$ cat src/rtl/unary_dec_pkg.sv
// Shared types and helpers for the unary result decoder.
// Build option: UNARY_DEC_DROP_CNT_EN (drop_count port and counter, in the top).
package unary_dec_pkg;

  // Decoder FSM states.
  typedef enum logic {
    IDLE  = 1'b0,
    COUNT = 1'b1
  } state_t;

  // Run-length counter width: a BIN_BITS x BIN_BITS product plus an addend.
  function automatic int unsigned out_w(input int unsigned bin_bits);
    return 2 * bin_bits + 1;
  endfunction

  localparam int unsigned DEF_BIN_BITS = 4;
  localparam int unsigned DEF_OUT_W    = 2 * DEF_BIN_BITS + 1;

  // Queued result layout at the default operand width. The top builds the
  // same {sat, value} layout sized for its own BIN_BITS.
  typedef struct packed {
    logic                 sat;
    logic [DEF_OUT_W-1:0] value;
  } result_t;

endpackage

$ cat src/rtl/result_fifo.sv
// Synchronous result FIFO. Head is read combinationally from registered
// storage. A push into a full FIFO succeeds when a pop happens on the same
// edge. A pop on an empty FIFO is ignored. DEPTH must be a power of 2, >= 2.
module result_fifo #(
  parameter int WIDTH = 10,
  parameter int DEPTH = 4
) (
  input  logic                           clk,
  input  logic                           reset_n,
  input  logic                           push,
  input  logic                           pop,
  input  logic [WIDTH-1:0]               data_in,
  output logic [WIDTH-1:0]               data_out,
  output logic                           full,
  output logic                           empty,
  output logic [$clog2(DEPTH+1)-1:0]     level
);

  localparam int PTR_W = $clog2(DEPTH);
  localparam int LVL_W = $clog2(DEPTH + 1);

  logic [WIDTH-1:0] mem [DEPTH];
  logic [PTR_W-1:0] rd_ptr;
  logic [PTR_W-1:0] wr_ptr;
  logic [LVL_W-1:0] count;
  logic             wr_en;
  logic             rd_en;

  assign empty    = (count == '0);
  assign full     = (count == LVL_W'(DEPTH));
  assign rd_en    = pop && !empty;
  assign wr_en    = push && (!full || rd_en);
  assign data_out = mem[rd_ptr];
  assign level    = count;

  // Storage write; cleared on reset so the head reads 0 when nothing is queued.
  always_ff @(posedge clk or negedge reset_n) begin
    if (!reset_n) begin
      for (int i = 0; i < DEPTH; i++) mem[i] <= '0;
    end else if (wr_en) begin
      mem[wr_ptr] <= data_in;
    end
  end

  // Pointer and occupancy update; power-of-2 depth lets pointers wrap freely.
  always_ff @(posedge clk or negedge reset_n) begin
    if (!reset_n) begin
      rd_ptr <= '0;
      wr_ptr <= '0;
      count  <= '0;
    end else begin
      if (wr_en) wr_ptr <= wr_ptr + 1'b1;
      if (rd_en) rd_ptr <= rd_ptr + 1'b1;
      case ({wr_en, rd_en})
        2'b10:   count <= count + 1'b1;
        2'b01:   count <= count - 1'b1;
        default: count <= count;
      endcase
    end
  end

endmodule

$ cat src/rtl/unary_result_decoder.sv
// Unary run decoder: counts runs of 1s on the MAC serial output and queues
// each run length behind a valid/ready handshake. Results that find the
// queue full (with no same-cycle pop) are dropped and flagged.
// Build option: UNARY_DEC_DROP_CNT_EN adds the 16-bit saturating drop_count.
//
// state | meaning
// IDLE  | line idle (0s), no run in progress
// COUNT | counting 1s of a run; the next 0 ends it and queues the result
module unary_result_decoder
  import unary_dec_pkg::*;
#(
  parameter int BIN_BITS   = 4,
  parameter int FIFO_DEPTH = 4
) (
  input  logic                              clk,
  input  logic                              reset_n,
  input  logic                              in,
  input  logic                              clear,
  output logic [out_w(BIN_BITS)-1:0]        out_data,
  output logic                              out_sat,
  output logic                              out_valid,
  input  logic                              out_ready,
  output logic                              busy,
  output logic [$clog2(FIFO_DEPTH+1)-1:0]   level,
  output logic                              overflow
`ifdef UNARY_DEC_DROP_CNT_EN
  ,
  output logic [15:0]                       drop_count
`endif
);

  localparam int OUT_W = out_w(BIN_BITS);
  localparam logic [OUT_W-1:0] CNT_MAX = '1;

  typedef struct packed {
    logic             sat;
    logic [OUT_W-1:0] value;
  } entry_t;

  state_t           state;
  logic [OUT_W-1:0] cnt;
  logic             sat;
  entry_t           push_entry;
  entry_t           head;
  logic             push_req;
  logic             do_push;
  logic             do_pop;
  logic             drop;
  logic             fifo_full;
  logic             fifo_empty;

  // A run ends on the first 0 seen in COUNT; it is dropped only if the queue
  // is full and no entry leaves on the same edge.
  assign push_req   = (state == COUNT) && !in;
  assign do_pop     = !fifo_empty && out_ready;
  assign drop       = push_req && fifo_full && !do_pop;
  assign do_push    = push_req && !drop;
  assign push_entry = '{sat: sat, value: cnt};

  assign out_valid  = !fifo_empty;
  assign out_data   = head.value;
  assign out_sat    = head.sat;

  // Run FSM with saturating counter; busy is registered and mirrors COUNT.
  always_ff @(posedge clk or negedge reset_n) begin
    if (!reset_n) begin
      state <= IDLE;
      cnt   <= '0;
      sat   <= 1'b0;
      busy  <= 1'b0;
    end else begin
      case (state)
        IDLE: begin
          if (in) begin
            state <= COUNT;
            cnt   <= OUT_W'(1);
            sat   <= 1'b0;
            busy  <= 1'b1;
          end
        end
        COUNT: begin
          if (in) begin
            if (cnt != CNT_MAX) cnt <= cnt + 1'b1;
            if (cnt == CNT_MAX - 1'b1) sat <= 1'b1;
          end else begin
            state <= IDLE;
            cnt   <= '0;
            sat   <= 1'b0;
            busy  <= 1'b0;
          end
        end
        default: begin
          state <= IDLE;
          cnt   <= '0;
          sat   <= 1'b0;
          busy  <= 1'b0;
        end
      endcase
    end
  end

  // Sticky overflow; a drop in the same cycle as clear keeps it set.
  always_ff @(posedge clk or negedge reset_n) begin
    if (!reset_n)   overflow <= 1'b0;
    else if (drop)  overflow <= 1'b1;
    else if (clear) overflow <= 1'b0;
  end

`ifdef UNARY_DEC_DROP_CNT_EN
  // Saturating drop counter; a drop in the same cycle as clear wins.
  always_ff @(posedge clk or negedge reset_n) begin
    if (!reset_n) begin
      drop_count <= '0;
    end else if (drop) begin
      if (drop_count != 16'hFFFF) drop_count <= drop_count + 16'd1;
    end else if (clear) begin
      drop_count <= '0;
    end
  end
`endif

  result_fifo #(
    .WIDTH ($bits(entry_t)),
    .DEPTH (FIFO_DEPTH)
  ) u_fifo (
    .clk      (clk),
    .reset_n  (reset_n),
    .push     (do_push),
    .pop      (do_pop),
    .data_in  (push_entry),
    .data_out (head),
    .full     (fifo_full),
    .empty    (fifo_empty),
    .level    (level)
  );

endmodule

$ cat config.mk
export PLATFORM = sky130hd
export DESIGN_NAME = unary_result_decoder
export DESIGN_NICKNAME = d
export VERILOG_FILES = /design/src/rtl/unary_dec_pkg.sv /design/src/rtl/result_fifo.sv /design/src/rtl/unary_result_decoder.sv
export SDC_FILE = /design/constraint.sdc
export NUM_CORES = 1
export LEC_CHECK = 0
export ABC_AREA = 1
export CAP_MARGIN = 20
export CELL_PAD_IN_SITES_DETAIL_PLACEMENT = 0
export CELL_PAD_IN_SITES_GLOBAL_PLACEMENT = 2
export CORE_MARGIN = 10
export CORE_UTILIZATION = 40
export CTS_BUF_LIST = sky130_fd_sc_hd__clkbuf_4
export CTS_CLUSTER_SIZE = 40
export DETAILED_ROUTE_END_ITERATION = 10
export PLACE_DENSITY = 0.95
export RECOVER_POWER = 50
export SLEW_MARGIN = 20
export SYNTH_ARGS = -nofsm -noshare
export SYNTH_HDL_FRONTEND = slang
export SYNTH_SLANG_ARGS = --single-unit
$ cat constraint.sdc
create_clock -name clk -period 3.5 [get_ports clk]
set_clock_uncertainty 0.2 [all_clocks]
set_input_delay 0.7 -clock clk [delete_from_list [all_inputs] [get_ports clk]]
set_output_delay 0.7 -clock clk [all_outputs]
set_load 0.03 [all_outputs]
Word-level counts from Yosys, hierarchy flattened --
Cells that the tools add are included.
Word-level totals: bits in registers 60, input bits 5, word-level logic and storage cells 73, output and inout port bits 16
Operators by class: $lt $le $gt $ge 3, bitwise operators 3, equality and inequality tests 9, reductions and logical operators 20, add/sub/neg operators 5, multiplexer cells 21
Operators by type and width (number):
- $bwmux 40 | 1
- $mux 10 | 3
- $mux 9 | 3
- $bmux 10 s2 | 1
- $demux 10 s2 | 1
- $pmux 9 s2 | 1
- $add 9x1->9 const B | 1
- $eq 9x9->1 const B | 1
- $ne 9x9->1 const B | 1
- $logic_and 1x1->1 | 8
- $mux 1 | 8
- $ge 3x3->1 const B | 2
- $ne 3x2->1 const B | 2
- $not 2->3 | 2
- $pmux 3 s2 | 1
- $reduce_and 2->1 | 3
- $logic_not 1->1 | 5
- $add 2x1->2 const B | 2
- $ne 2x2->1 const B | 2
- $pmux 1 s2 | 2
- $reduce_bool 2->1 | 2
- $add 3x1->3 const B | 1
- $eq 3x3->1 const B | 1
- $logic_not 3->1 | 1
- other kinds (6) | 6

Logic depth before layout (Yosys ltp) --
Gate-level depths: netlist (run 1).
depth in word-level cells 10, depth in mapped cells 11, mapped depth without buffers 11

Cells and area by module --
From an unflattened synthesis (run 1), not the netlist that was laid out.
Second synthesis, totals: cells, all modules 376, area, all modules 3151.8 sq um
By module, submodules not included:
- result_fifo | area each 2406.1 sq um, times used 1, seq. area each 1176.1 sq um, cells an instance 281
- unary_result_decoder | area each 745.7 sq um, times used 1, seq. area each 325.3 sq um, cells an instance 95

Least setup slack after synthesis (run 1) --
OpenSTA, ideal clock, no wires.
path kind in2reg, from input port in, to register u_fifo.count[2], in the netlist u_fifo.level[2], data required time 3221 ps, cell stages on the path 10, data arrival time 2073 ps, path slack 1148 ps, library setup time 79 ps, path buffers 0, cells stage by stage inv_1 > ha_1 > nand2_1 > ha_1 > inv_1 > fa_1 > nor2_1 > nor2_1 > nand2_1 > xor2_1
Between the ends: cells in the longest elaborated chain, start to end 9, elaborated cells on any way between the ends 11, those cells by class 2 x eq/ne; 1 x mux; 8 x reduce/logical
RTL lines:
- start, declared | line unary_result_decoder.sv:17 | input logic in,
- $logic_not 1->1 * | line unary_result_decoder.sv:54 | assign push_req = (state == COUNT) && !in;
- $logic_and 1x1->1 * | line unary_result_decoder.sv:54
- $logic_and 1x1->1 (2 in a row) | line unary_result_decoder.sv:56 | assign drop = push_req && fifo_full && !do_pop;
- $logic_not 1->1 | line unary_result_decoder.sv:57 | assign do_push = push_req && !drop;
- $logic_and 1x1->1 * | line unary_result_decoder.sv:57
- $logic_and 1x1->1 * | line result_fifo.sv:32 | assign wr_en = push && (!full || rd_en);
- $eq 2x1->1 or $eq 2x2->1 (tied branches) | line result_fifo.sv:54 | case ({wr_en, rd_en})
- $pmux 3 s2 or $reduce_bool 2->1 (tied branches)
- end signal, assigned | line result_fifo.sv:55 | 2'b10: count <= count + 1'b1;
- end signal, assigned | line result_fifo.sv:56 | 2'b01: count <= count - 1'b1;
- end signal, assigned | line result_fifo.sv:57 | default: count <= count;
- end, declared | line result_fifo.sv:25 | logic [LVL_W-1:0] count;
Every way passes the cells marked *; elsewhere a longest branch is shown, timed or not. A chain may end at the register's enable or synchronous reset.

Final worst setup path (run 1) --
from register u_fifo.rd_ptr[0], to output port out_data[5]
Between the ends: cells in the longest elaborated chain, start to end 4
RTL lines:
- start, declared | line result_fifo.sv:23 | logic [PTR_W-1:0] rd_ptr;
- start signal, assigned | line result_fifo.sv:53 | if (rd_en) rd_ptr <= rd_ptr + 1'b1;
- $not 2->3 (implied by the code) | line result_fifo.sv:33 | assign data_out = mem[rd_ptr];
- $bmux 10 s2 | line result_fifo.sv:33
- $mux 10 (implied by the code) (2 in a row) | line result_fifo.sv:33
- end, declared | line unary_result_decoder.sv:19 | output logic [out_w(BIN_BITS)-1:0] out_data,
Every way passes these cells. The select of a mux whose other input is x is not followed.

==> results of run 1 <==
## through the flow
stage	power, W	area, µm²	hold slack [ns]	worst slack, ns
6_report	0.00233	3250	0.293	0.335
4_1_cts	0.00237	3270	0.137	0.298
3_3_place_gp	0.00194	3160	0.261	0.451
5_1_grt	0.00250	3250	0.316	0.138
2_1_floorplan	0.00159	2920	0.204	1.15
3_5_place_dp	0.00195	3160	0.269	0.394
## power by group through the flow
stage / clock [W] / sequential [W] / combinational (W)
floorplan: 0 / 0.000903 / 0.000684
global placement: 0 / 0.000875 / 0.00107
detailed placement: 0 / 0.000879 / 0.00107
CTS: 0.000422 / 0.000866 / 0.00108
global route: 0.000458 / 0.000877 / 0.00117
finish: 0.000410 / 0.000864 / 0.00106
## layout make-up
class                           count  area (µm²)
Fill cell                         747        3930
Tap cell                           99         124
Clock inverter                      7        43.8
Sequential cell                    60        1500
Timing Repair Buffer               24         221
Multi-Input combinational cell    228        1190
Clock buffer                        9        67.6
Inverter                           27         101
## worst paths after layout
| kind | cells past startpoint | slack (ns) | start | end |
|---|---|---|---|---|
| min in group asynchronous | 1 | 0.46 | reset_n | u_fifo.mem[19]$_DFFE_PN0P_ |
| hold reg to reg | 2 | 0.29 | u_fifo.mem[26]$_DFFE_PN0P_ | u_fifo.mem[26]$_DFFE_PN0P_ |
| hold / removal | 2 | 0.29 | u_fifo.mem[26]$_DFFE_PN0P_ | u_fifo.mem[26]$_DFFE_PN0P_ |
| max in group asynchronous | 2 | 1.09 | reset_n | cnt[1]$_DFFE_PN0P_ |
| setup reg to reg | 10 | 1.27 | u_fifo.level[1]$_DFFE_PN0P_ | u_fifo.level[2]$_DFFE_PN0P_ |
| setup / recovery | 5 | 0.34 | u_fifo.rd_ptr[0]$_DFFE_PN0P_ | out_data[5] |
## state kept, by name, summed over array words and instances, names as in the netlist, 2 cells and up
| name | count |
|---|---|
| u_fifo.mem | 40 |
| cnt | 9 |
| u_fifo.level | 3 |
| u_fifo.rd_ptr | 2 |
| u_fifo.wr_ptr | 2 |
## logic make-up (layout without fill, tap and decap cells)
kind of cell / Yosys count / after routing
DFF: 60 / 60
xor gates and xnor gates: 3 / 3
and+or+nand+nor: 127 / 127
buffers and inverters: 43 / 67
AOI/OAI and AO/OA: 86 / 86
adders and majority gates: 12 / 12
## worst max-delay path, delay by kind of cell (launching register included)
kind | cells | cell delay (ns)
buf+inv | 3 | 1.21
compound gates | 2 | 0.26
flops | 1 | 0.39
## layout by cell type (no fill, tap or decap), types with 3 or more instances in the layout
master           Yosys  routed
a21oi_1              8       8
buf_4                1       3
clkbuf_4             0       9
clkdlybuf4s50_1      0      18
clkinv_2             0       3
dfrtp_1             60      60
ha_1                11      11
inv_1               27      27
nand2_1             70      70
nand3_1              7       7
nand3_2              4       4
nor2_1              42      43
o21ai_0             27      27
o21ai_1             30      30
o21ai_2             10      10
o22ai_1             10      10
## layer usage
metal  wire [µm]  share of wire [%]  vias up
met4          89                1.4        0
met1        3110                 49     1064
met5           0                  0        -
li1            -                  -     1126
met2        3010                 47       23
met3         199                3.1        9
==> flow_summary.toml, run 1 <==
[sta]
period_minus_slack_ns = 3.16
worst_pin_slew_ns = 1.54
fin_crit_sh_pct = 90.4
max_freq_ghz = 0.316
slew_violations = 30
setup_tns_ns = 0
hold_viol = 0
slew_headroom_pct = -2.92
rsz0062_at_grt = "false"
setup_viol = 0

[synth]
yosysUniqueCellTypes = 25
ys_async_sr_fraction_pct = 100
synth-edff-count = 0
synth_area_leaders = "dfrtp_1, nand2_1, nor2_1"
synthTopCellsByCount = "nand2_1, dfrtp_1, nor2_1"
synth_seq_cells = 60
synthAdderAreaFrac_pct = 5.39
yosysMostFrequentCell = "nand2_1"
synth_top_family_by_area = "simple AND/OR/NAND/NOR gates"
synth_top_area_share_pct = 51.4
syn_area_um2 = 2920
ys_seq_area_share_pct = 51.4
synth.avg_cell_area_um2 = 8.83
synth_simple_gate_area_share_pct = 18.0
synth.area.mux_share_pct = 0
synth_nets = 348
synth_top_area_cell = "dfrtp_1"
ys_dominant_reg_cell = "dfrtp_1"
netlist_instances = 331
synth_warnings = 0
synth-xor-area-share_pct = 0.899
synth_compound_area_share_pct = 16.5

[layout]
post-route-util_pct = 45.3
area_growth_syn_to_layout_pct = 11.2
layout-drive-gt1-share_pct = 9.86
final_nets = 367
final-instance-count-excl-fill = 454
antenna_cells = 0

[setup_path]
cp_max_fo = 12
critical_path_required_ns = 2.60
worstSetupPathType = "reg2out"
slowest_delay_ns = 0.70
crit_arrival_ns = 2.26
critPathSlowestCell = "clkdlybuf4s50_1"
start_kind = "register"
endpoint_kind = "primary output"
crit_path_cell_trace = "inv_1, buf_4, o21ai_0, o22ai_1, clkdlybuf4s50_1"

[power]
vdd_drop_max_v = 0.000240
powerDensity_nw_per_um2 = 718
seqPwrFrac_pct = 37.0
p_sw_w = 0.00101
leakagePower_nw = 1.46
combPwrFrac_pct = 45.4
p_int_w = 0.00132
p_clk_share_pct = 17.6
power.share.switching_pct = 43.2

[die]
initial_utilization_pct = 40.7
die-area_um2 = 11100
pin_count = 21
die_w_um = 105
core_area_um2 = 7180
die_h_um = 105
rows = 31

[grt]
grt.overflow.total = 0
grt_max_degree = 33
grtUsageTotal_pct = 12.4
grt_pass1_vias = 2248
grt_most_used_layer = "met2"
use_met1_pct = 15.8
antenna_found_initial = 0
met2_usage_pct = 19.8
grt_pass1_wl_um = 11200
grt.met3_usage_pct = 2.62

[outcome]
outcome = "finished with violations"
failed_checks = "capacitance limit, slew limit"

[cts]
cts_sinks = 60
holdBufCountCts = 0
clock_path_buffers = 2
clockRootBuffer = "clkbuf_4"
clock_latency_ns = 0.40
postCtsSetupBuffers = 0
cts_tree = "yes"
cts_buffers = 9
cts_resized = 0
h-tree-depth = 3
path_clk_slew_ns = 0.10

[routing]
vias_per_cell = 4.89
wirelength_um = 6410
wl_per_cell_um = 14.1
drtPass1Iterations = 4
remaining_drc_errors = 0
vias = 2222
drt-initial-drc-count = 123
ant_nets = 0

[place]
routabilityCongestion = 0.779
hpwl_um = 4420
place.port_buffers = 20
placedCellCount = 438

[min_path]
hp-class = "reg2reg"

[flow_run]
maxCapViolCount = 1
No activity file was read; power rests on OpenSTA's default activity.
==> run 2, diff against run 1 <==
GPL_ROUTABILITY_DRIVEN = 0   (was unset)
==> results of run 2 <==
No change in the layout: final DEF, timing and power equal those of run 1.
